`src/rtl/video_rx.sv`:
```
// Parallel RGB (DE/HS/VS) receiver: geometry check, lock FSM, windowed decimation into pixel writes.
// Optional VIDEO_RX_ERRCNT_EN builds a saturating error counter on err_count.
module video_rx #(
  parameter int WIDTH       = 160,
  parameter int HEIGHT      = 144,
  parameter int XDIV        = 3,
  parameter int YDIV        = 3,
  parameter int XSTART      = 80,
  parameter int YSTART      = 24,
  parameter int HSIZE       = 640,
  parameter int VSIZE       = 480,
  parameter int LOCK_FRAMES = 2
) (
  input  logic        clock25,
  input  logic        reset,
  input  logic [23:0] VID_D,
  input  logic        VID_DE,
  input  logic        VID_HS,
  input  logic        VID_VS,
  output logic        wr_en,
  output logic [11:0] wr_x,
  output logic [11:0] wr_y,
  output logic [7:0]  wr_r,
  output logic [7:0]  wr_g,
  output logic [7:0]  wr_b,
  output logic        frame_start,
  output logic        frame_done,
  output logic        locked,
  output logic        err,
  output logic [15:0] err_count
);

  typedef enum logic [1:0] {UNLOCKED, SYNC, LOCKED} state_t;

  localparam logic [11:0] HSIZE_W = 12'(HSIZE);
  localparam logic [11:0] VSIZE_W = 12'(VSIZE);
  localparam logic [12:0] XLO     = 13'(XSTART);
  localparam logic [12:0] XHI     = 13'(XSTART + XDIV * WIDTH);
  localparam logic [12:0] YLO     = 13'(YSTART);
  localparam logic [12:0] YHI     = 13'(YSTART + YDIV * HEIGHT);
  localparam logic [11:0] XPH_MAX = 12'(XDIV - 1);
  localparam logic [11:0] YPH_MAX = 12'(YDIV - 1);
  localparam logic [7:0]  LOCK_N  = 8'(LOCK_FRAMES);

  logic [23:0] s1_d;
  logic        s1_de, s1_hs, s1_vs, p_de, p_vs;
  logic [11:0] col, row, xph, yph, x_cnt, y_cnt;
  logic        line_kept;
  state_t      state, state_n, st_mid;
  logic [7:0]  good, good_n;
  logic        err_n, done_n;

  logic        de_rise, de_fall, vs_rise;
  logic [11:0] cur_col, col_inc, row_inc, row_eff, cur_xph;
  logic        line_err, frame_err, in_win, in_ywin, keep, write;
  logic        unused_hs;

  assign unused_hs = s1_hs;

  always_ff @(posedge clock25) begin
    if (reset) begin
      s1_d <= '0; s1_de <= 1'b0; s1_hs <= 1'b0; s1_vs <= 1'b0;
      p_de <= 1'b0; p_vs <= 1'b0;
    end else begin
      s1_d <= VID_D; s1_de <= VID_DE; s1_hs <= VID_HS; s1_vs <= VID_VS;
      p_de <= s1_de; p_vs <= s1_vs;
    end
  end

  assign de_rise   = s1_de & ~p_de;
  assign de_fall   = ~s1_de & p_de;
  assign vs_rise   = s1_vs & ~p_vs;
  assign cur_col   = de_rise ? '0 : col;
  assign col_inc   = (cur_col == '1) ? cur_col : cur_col + 12'd1;
  assign row_inc   = (row == '1) ? row : row + 12'd1;
  // Frame check sees the row count after a coincident DE fall.
  assign row_eff   = de_fall ? row_inc : row;
  assign line_err  = de_fall && (col != HSIZE_W);
  assign frame_err = vs_rise && (row_eff != VSIZE_W);
  assign in_ywin   = ({1'b0, row} >= YLO) && ({1'b0, row} < YHI);
  assign in_win    = s1_de && ({1'b0, cur_col} >= XLO) && ({1'b0, cur_col} < XHI) && in_ywin;
  assign cur_xph   = ({1'b0, cur_col} == XLO) ? '0 : xph;
  assign keep      = in_win && (cur_xph == '0) && (yph == '0);
  assign write     = keep && (state == LOCKED);

  always_ff @(posedge clock25) begin
    if (reset) begin
      col <= '0; row <= '0; xph <= '0; yph <= '0;
      x_cnt <= '0; y_cnt <= '0; line_kept <= 1'b0;
    end else begin
      if (s1_de) col <= col_inc;
      if (in_win) xph <= (cur_xph == XPH_MAX) ? '0 : cur_xph + 12'd1;
      if (keep) begin
        x_cnt     <= x_cnt + 12'd1;
        line_kept <= 1'b1;
      end
      if (de_fall) begin
        row       <= row_inc;
        x_cnt     <= '0;
        line_kept <= 1'b0;
        if (line_kept) y_cnt <= y_cnt + 12'd1;
        if ({1'b0, row_inc} == YLO) yph <= '0;
        else if (in_ywin) yph <= (yph == YPH_MAX) ? '0 : yph + 12'd1;
      end
      if (vs_rise) begin
        row <= '0; col <= '0; yph <= '0;
        x_cnt <= '0; y_cnt <= '0; line_kept <= 1'b0;
      end
    end
  end

  // Line check resolves first; a VS rise in the same cycle then acts on the resulting state.
  always_comb begin
    st_mid = state;
    good_n = good;
    err_n  = 1'b0;
    done_n = 1'b0;
    if (line_err && state != UNLOCKED) begin
      err_n  = 1'b1;
      st_mid = UNLOCKED;
    end
    state_n = st_mid;
    if (vs_rise) begin
      case (st_mid)
        UNLOCKED: begin
          state_n = SYNC;
          good_n  = '0;
        end
        SYNC: begin
          if (frame_err) begin
            err_n   = 1'b1;
            state_n = UNLOCKED;
          end else begin
            good_n = good + 8'd1;
            if (good + 8'd1 >= LOCK_N) state_n = LOCKED;
          end
        end
        default: begin
          if (frame_err) begin
            err_n   = 1'b1;
            state_n = UNLOCKED;
          end else begin
            done_n = 1'b1;
          end
        end
      endcase
    end
  end

  always_ff @(posedge clock25) begin
    if (reset) begin
      state <= UNLOCKED; good <= '0;
      err <= 1'b0; frame_done <= 1'b0; wr_en <= 1'b0; frame_start <= 1'b0;
      wr_x <= '0; wr_y <= '0; wr_r <= '0; wr_g <= '0; wr_b <= '0;
    end else begin
      state       <= state_n;
      good        <= good_n;
      err         <= err_n;
      frame_done  <= done_n;
      wr_en       <= write;
      frame_start <= write && (x_cnt == '0) && (y_cnt == '0);
      if (write) begin
        wr_x <= x_cnt;
        wr_y <= y_cnt;
        wr_r <= s1_d[23:16];
        wr_g <= s1_d[15:8];
        wr_b <= s1_d[7:0];
      end
    end
  end

  assign locked = (state == LOCKED);

`ifdef VIDEO_RX_ERRCNT_EN
  logic [15:0] err_cnt_q;
  always_ff @(posedge clock25) begin
    if (reset) err_cnt_q <= '0;
    else if (err_n && err_cnt_q != '1) err_cnt_q <= err_cnt_q + 16'd1;
  end
  assign err_count = err_cnt_q;
`else
  assign err_count = '0;
`endif

endmodule
```
`config.mk`:
```
export PLATFORM = sky130hd
export DESIGN_NAME = video_rx
export DESIGN_NICKNAME = d
export VERILOG_FILES = /design/src/rtl/video_rx.sv
export SDC_FILE = /design/constraint.sdc
export NUM_CORES = 1
export LEC_CHECK = 0
export CAP_MARGIN = 20
export CORE_MARGIN = 4
export CORE_UTILIZATION = 45
export DETAILED_ROUTE_END_ITERATION = 8
export PLACE_DENSITY = 0.67
export SLEW_MARGIN = 20
export SYNTH_ARGS = -nofsm -noshare
export SYNTH_HDL_FRONTEND = slang
export SYNTH_SLANG_ARGS = --single-unit
```
`constraint.sdc`:
```
create_clock -name clock25 -period 4.9 [get_ports clock25]
set_input_delay 0.98 -clock clock25 [delete_from_list [all_inputs] [get_ports clock25]]
set_output_delay 0.98 -clock clock25 [all_outputs]
set_load 0.02 [all_outputs]
```
==> metrics <==
setup TNS=0 ps; GRT Total Usage=0.180; share of layout cells above drive strength 1=0.0698; number of global-route vias before repair=between 6k and 7k; Most Used Layer, Global Route=met2; largest net degree at the start of global routing=71; Worst Setup Path Type=flop to flop; Startpoint Class=flop; Mapped Cells=between 900 and 1k; worst setup margin=between 900 and 1000 ps; Design Power=2.83 mW; Hold Fails Final Rpt=0; Clk Latency, worst-skew pair=approximately 430 ps; Worst-path clk slew=approximately 80 ps; Worst VDD drop=~0.24 mV; worst relative slew slack=0.363; worst min path class=flop to flop; Initial Util=0.461; Post-synth EDFFs=0; clock tree sinks=approximately 160; Critical Path AT=4290 ps; num ports=98; Worst Path Buf+Inv=0; placed inst area=8490 sq um; setup slack at placement=roughly 1000 ps; met3 usage=0.0501; CTS root buffer=clkbuf_16; DR WL/cell=about 14 microns; global-route wire length before repair=~29 mm; required time worst endpoint=5260 ps; antenna cells=0; period utilization=0.802; DIE AREA=around 19000 sq um; initial DRC count=approximately 400; met1 GRT Util=0.237; most common cell after layout, fill and taps aside=nand2_1; Syn Std Cell Area=about 7700 sq um; CTS buffer count=17; most used cell along the critical path=nand2_1; hold buffers post-CTS=0; Layout Skew=approximately 12 ps; PostCTS Resize Cnt=0; Synth Area in Simple Gates=0.292; via count=between 6k and 7k; yosys warns=0; crit path time final=~4000 ps; Crit path max-delay family=simple AND/OR/NAND/NOR gates; post-synthesis adder-cell area fraction=0.0261; combinational family with the most area after synthesis=simple AND/OR/NAND/NOR gates; status=finished clean; critical path fanouts, max=11; post-synthesis compound-gate area fraction=0.144; Layout Utilization=0.550; Final nets=between 1k and 1.5k; crit-path cells=nand2b_1 > nand2_1 > ha_1 > nand2_1 > or4_1 > and2_1 > ha_1 > and3_1 > nand2_1 > a2111oi_0 > nand3_1 > or4_1 > a21oi_1; Seq/Total Area, Yosys=0.426; Rows=between 40 and 50; number of max-cap violations=0; GR Util met2=0.292; top-area cell type share of the netlist area=0.426; Netlist cell types=76; Pre-antenna DRT Iters=5; final setup fails=0; Design Area, Final=roughly 9200 sq um; P&R area growth vs syn=19.4%; CORE AREA=16600 sq um; vias per cell=~5.4; Slew Limit Fails=0; Synth Register Bits=between 150 and 200; initial antenna violation count=0; cell taking the most area after synthesis=dfxtp_1; Remaining DRCs=0; total wire length=17.3 mm; Buffers on Ports=80; Syn Area/Cell=slightly above 8 sq um; die width=between 100 and 150 microns; gr ovfl total=0; H-tree levels=4; R2R Setup Slk=around 970 ps; CTS tree=built; Max Clk Rate=about 0.25 GHz; Post-CTS Setup Inserts=0; worst slew pin tran=~940 ps; clock buffer depth=2; Main synth FF type=dfxtp_1; critical path's largest stage delay=690 ps; ys async rst share=0; highest-count cells in the layout ignoring fill and taps=nand2_1 (174), dfxtp_1 (163), a21oi_1 (87); static leakage=approximately 3.2 nW; critical path capture point type=flop; Antenna Violating Nets Remaining=0; die height=approximately 140 microns; gpl congestion=0.879; power per cell area=roughly 300 nW/um^2; RSZ-0062 raised after global routing=false; DP HPWL=11.8 mm; synth top area cells=dfxtp_1 (43%), nand2_1 (8.5%), a21oi_1 (5.7%); Crit-path slowest cell=a2111oi_0; XOR/XNOR share of the synthesized area=0.0389; post-synthesis mux area share=0.0139
[cell type report]
cell class | instances | area [sq um]
fill | 1526 | 7490
multi-input combinational | 696 | 4020
sequential | 163 | 3260
timing repair buffer | 89 | 863
clock buffer | 17 | 425
tap | 220 | 275
clock inverter | 15 | 219
inverter | 23 | 86.3
[worst paths after layout]
kind,cells after the start,start,endpoint
hold reg to reg,2,s1_d[2]$_SDFF_PP0_,wr_b[2]$_SDFFE_PP0P_
setup reg to reg,13,p_de$_SDFF_PP0_,xph[10]$_SDFFE_PP0P_
setup / recovery,13,p_de$_SDFF_PP0_,xph[10]$_SDFFE_PP0P_
hold / removal,2,s1_d[2]$_SDFF_PP0_,wr_b[2]$_SDFFE_PP0P_
[registers in the layout, summed over array words and instances, names as in the netlist]
signal,cells
s1_de,1
state,2
xph,12
wr_r,8
x_cnt,12
frame_done,1
wr_y,12
line_kept,1
wr_en,1
s1_d,24
p_de,1
wr_b,8
row,12
p_vs,1
frame_start,1
y_cnt,12
wr_g,8
s1_vs,1
col,12
wr_x,12
good,8
yph,12
err,1
[worst register-to-register path, stage by stage, from the launching register on]
cell,delay (ps)
dfxtp_1,500
nand2b_1,400
nand2_1,190
ha_1,250
nand2_1,90
or4_1,210
and2_1,200
ha_1,210
and3_1,230
nand2_1,80
a2111oi_0,690
nand3_1,170
or4_1,490
a21oi_1,150
[synth_stat cells (3+ instances only)]
| library cell | instances |
|---|---|
| mux2_2 | 5 |
| ha_1 | 16 |
| buf_4 | 26 |
| buf_2 | 8 |
| nor4_1 | 15 |
| nand4_1 | 17 |
| a31oi_1 | 5 |
| clkbuf_1 | 32 |
| dfxtp_1 | 163 |
| nor2_1 | 75 |
| a31o_2 | 3 |
| inv_1 | 23 |
| xor2_1 | 17 |
| and2_1 | 8 |
| o21bai_1 | 3 |
| nor2b_1 | 33 |
| and3_1 | 12 |
| nor3b_1 | 5 |
| or3_1 | 10 |
| a21oi_1 | 87 |
| or4_1 | 13 |
| nand3_1 | 23 |
| and4_1 | 4 |
| o41ai_1 | 4 |
| nand2_1 | 174 |
| a211oi_1 | 9 |
| nand2b_1 | 7 |
| nand3b_1 | 6 |
| nor3_1 | 19 |
| a21o_1 | 3 |
| xnor2_1 | 17 |
| mux2i_1 | 5 |
| o21ai_0 | 26 |
| a2111oi_0 | 3 |
[routing by layer]
layer,part of all wire,wire length [microns],vias to the layer above
met5,0,0,-
met4,0.011,187,0
met3,0.051,882,12
met2,0.47,8100,141
met1,0.47,8170,3077
li1,-,-,3352
[through the flow]
| step | cells | hold WS (ps) |
|---|---|---|
| 3_5_place_dp | 1190 | 430 |
| 2_1_floorplan | 949 | 422 |
| 3_3_place_gp | 1190 | 424 |
| 5_1_grt | 1223 | 454 |
| 4_1_cts | 1222 | 441 |
| 6_report | 1223 | 440 |
[kinds of logic after synthesis]
group | count (synthesis)
other cells | 1
xor+xnor | 34
mux | 10
buf+inv | 90
simple gates | 445
fa+ha+maj | 16
flops | 163
compound gates | 175
[where the power goes]
part	switching [mW]	internal, mW
clock network	0.635	0.745
logic	0.0616	0.0379
registers	0.00828	1.34
(Power assumes the default switching activity.)
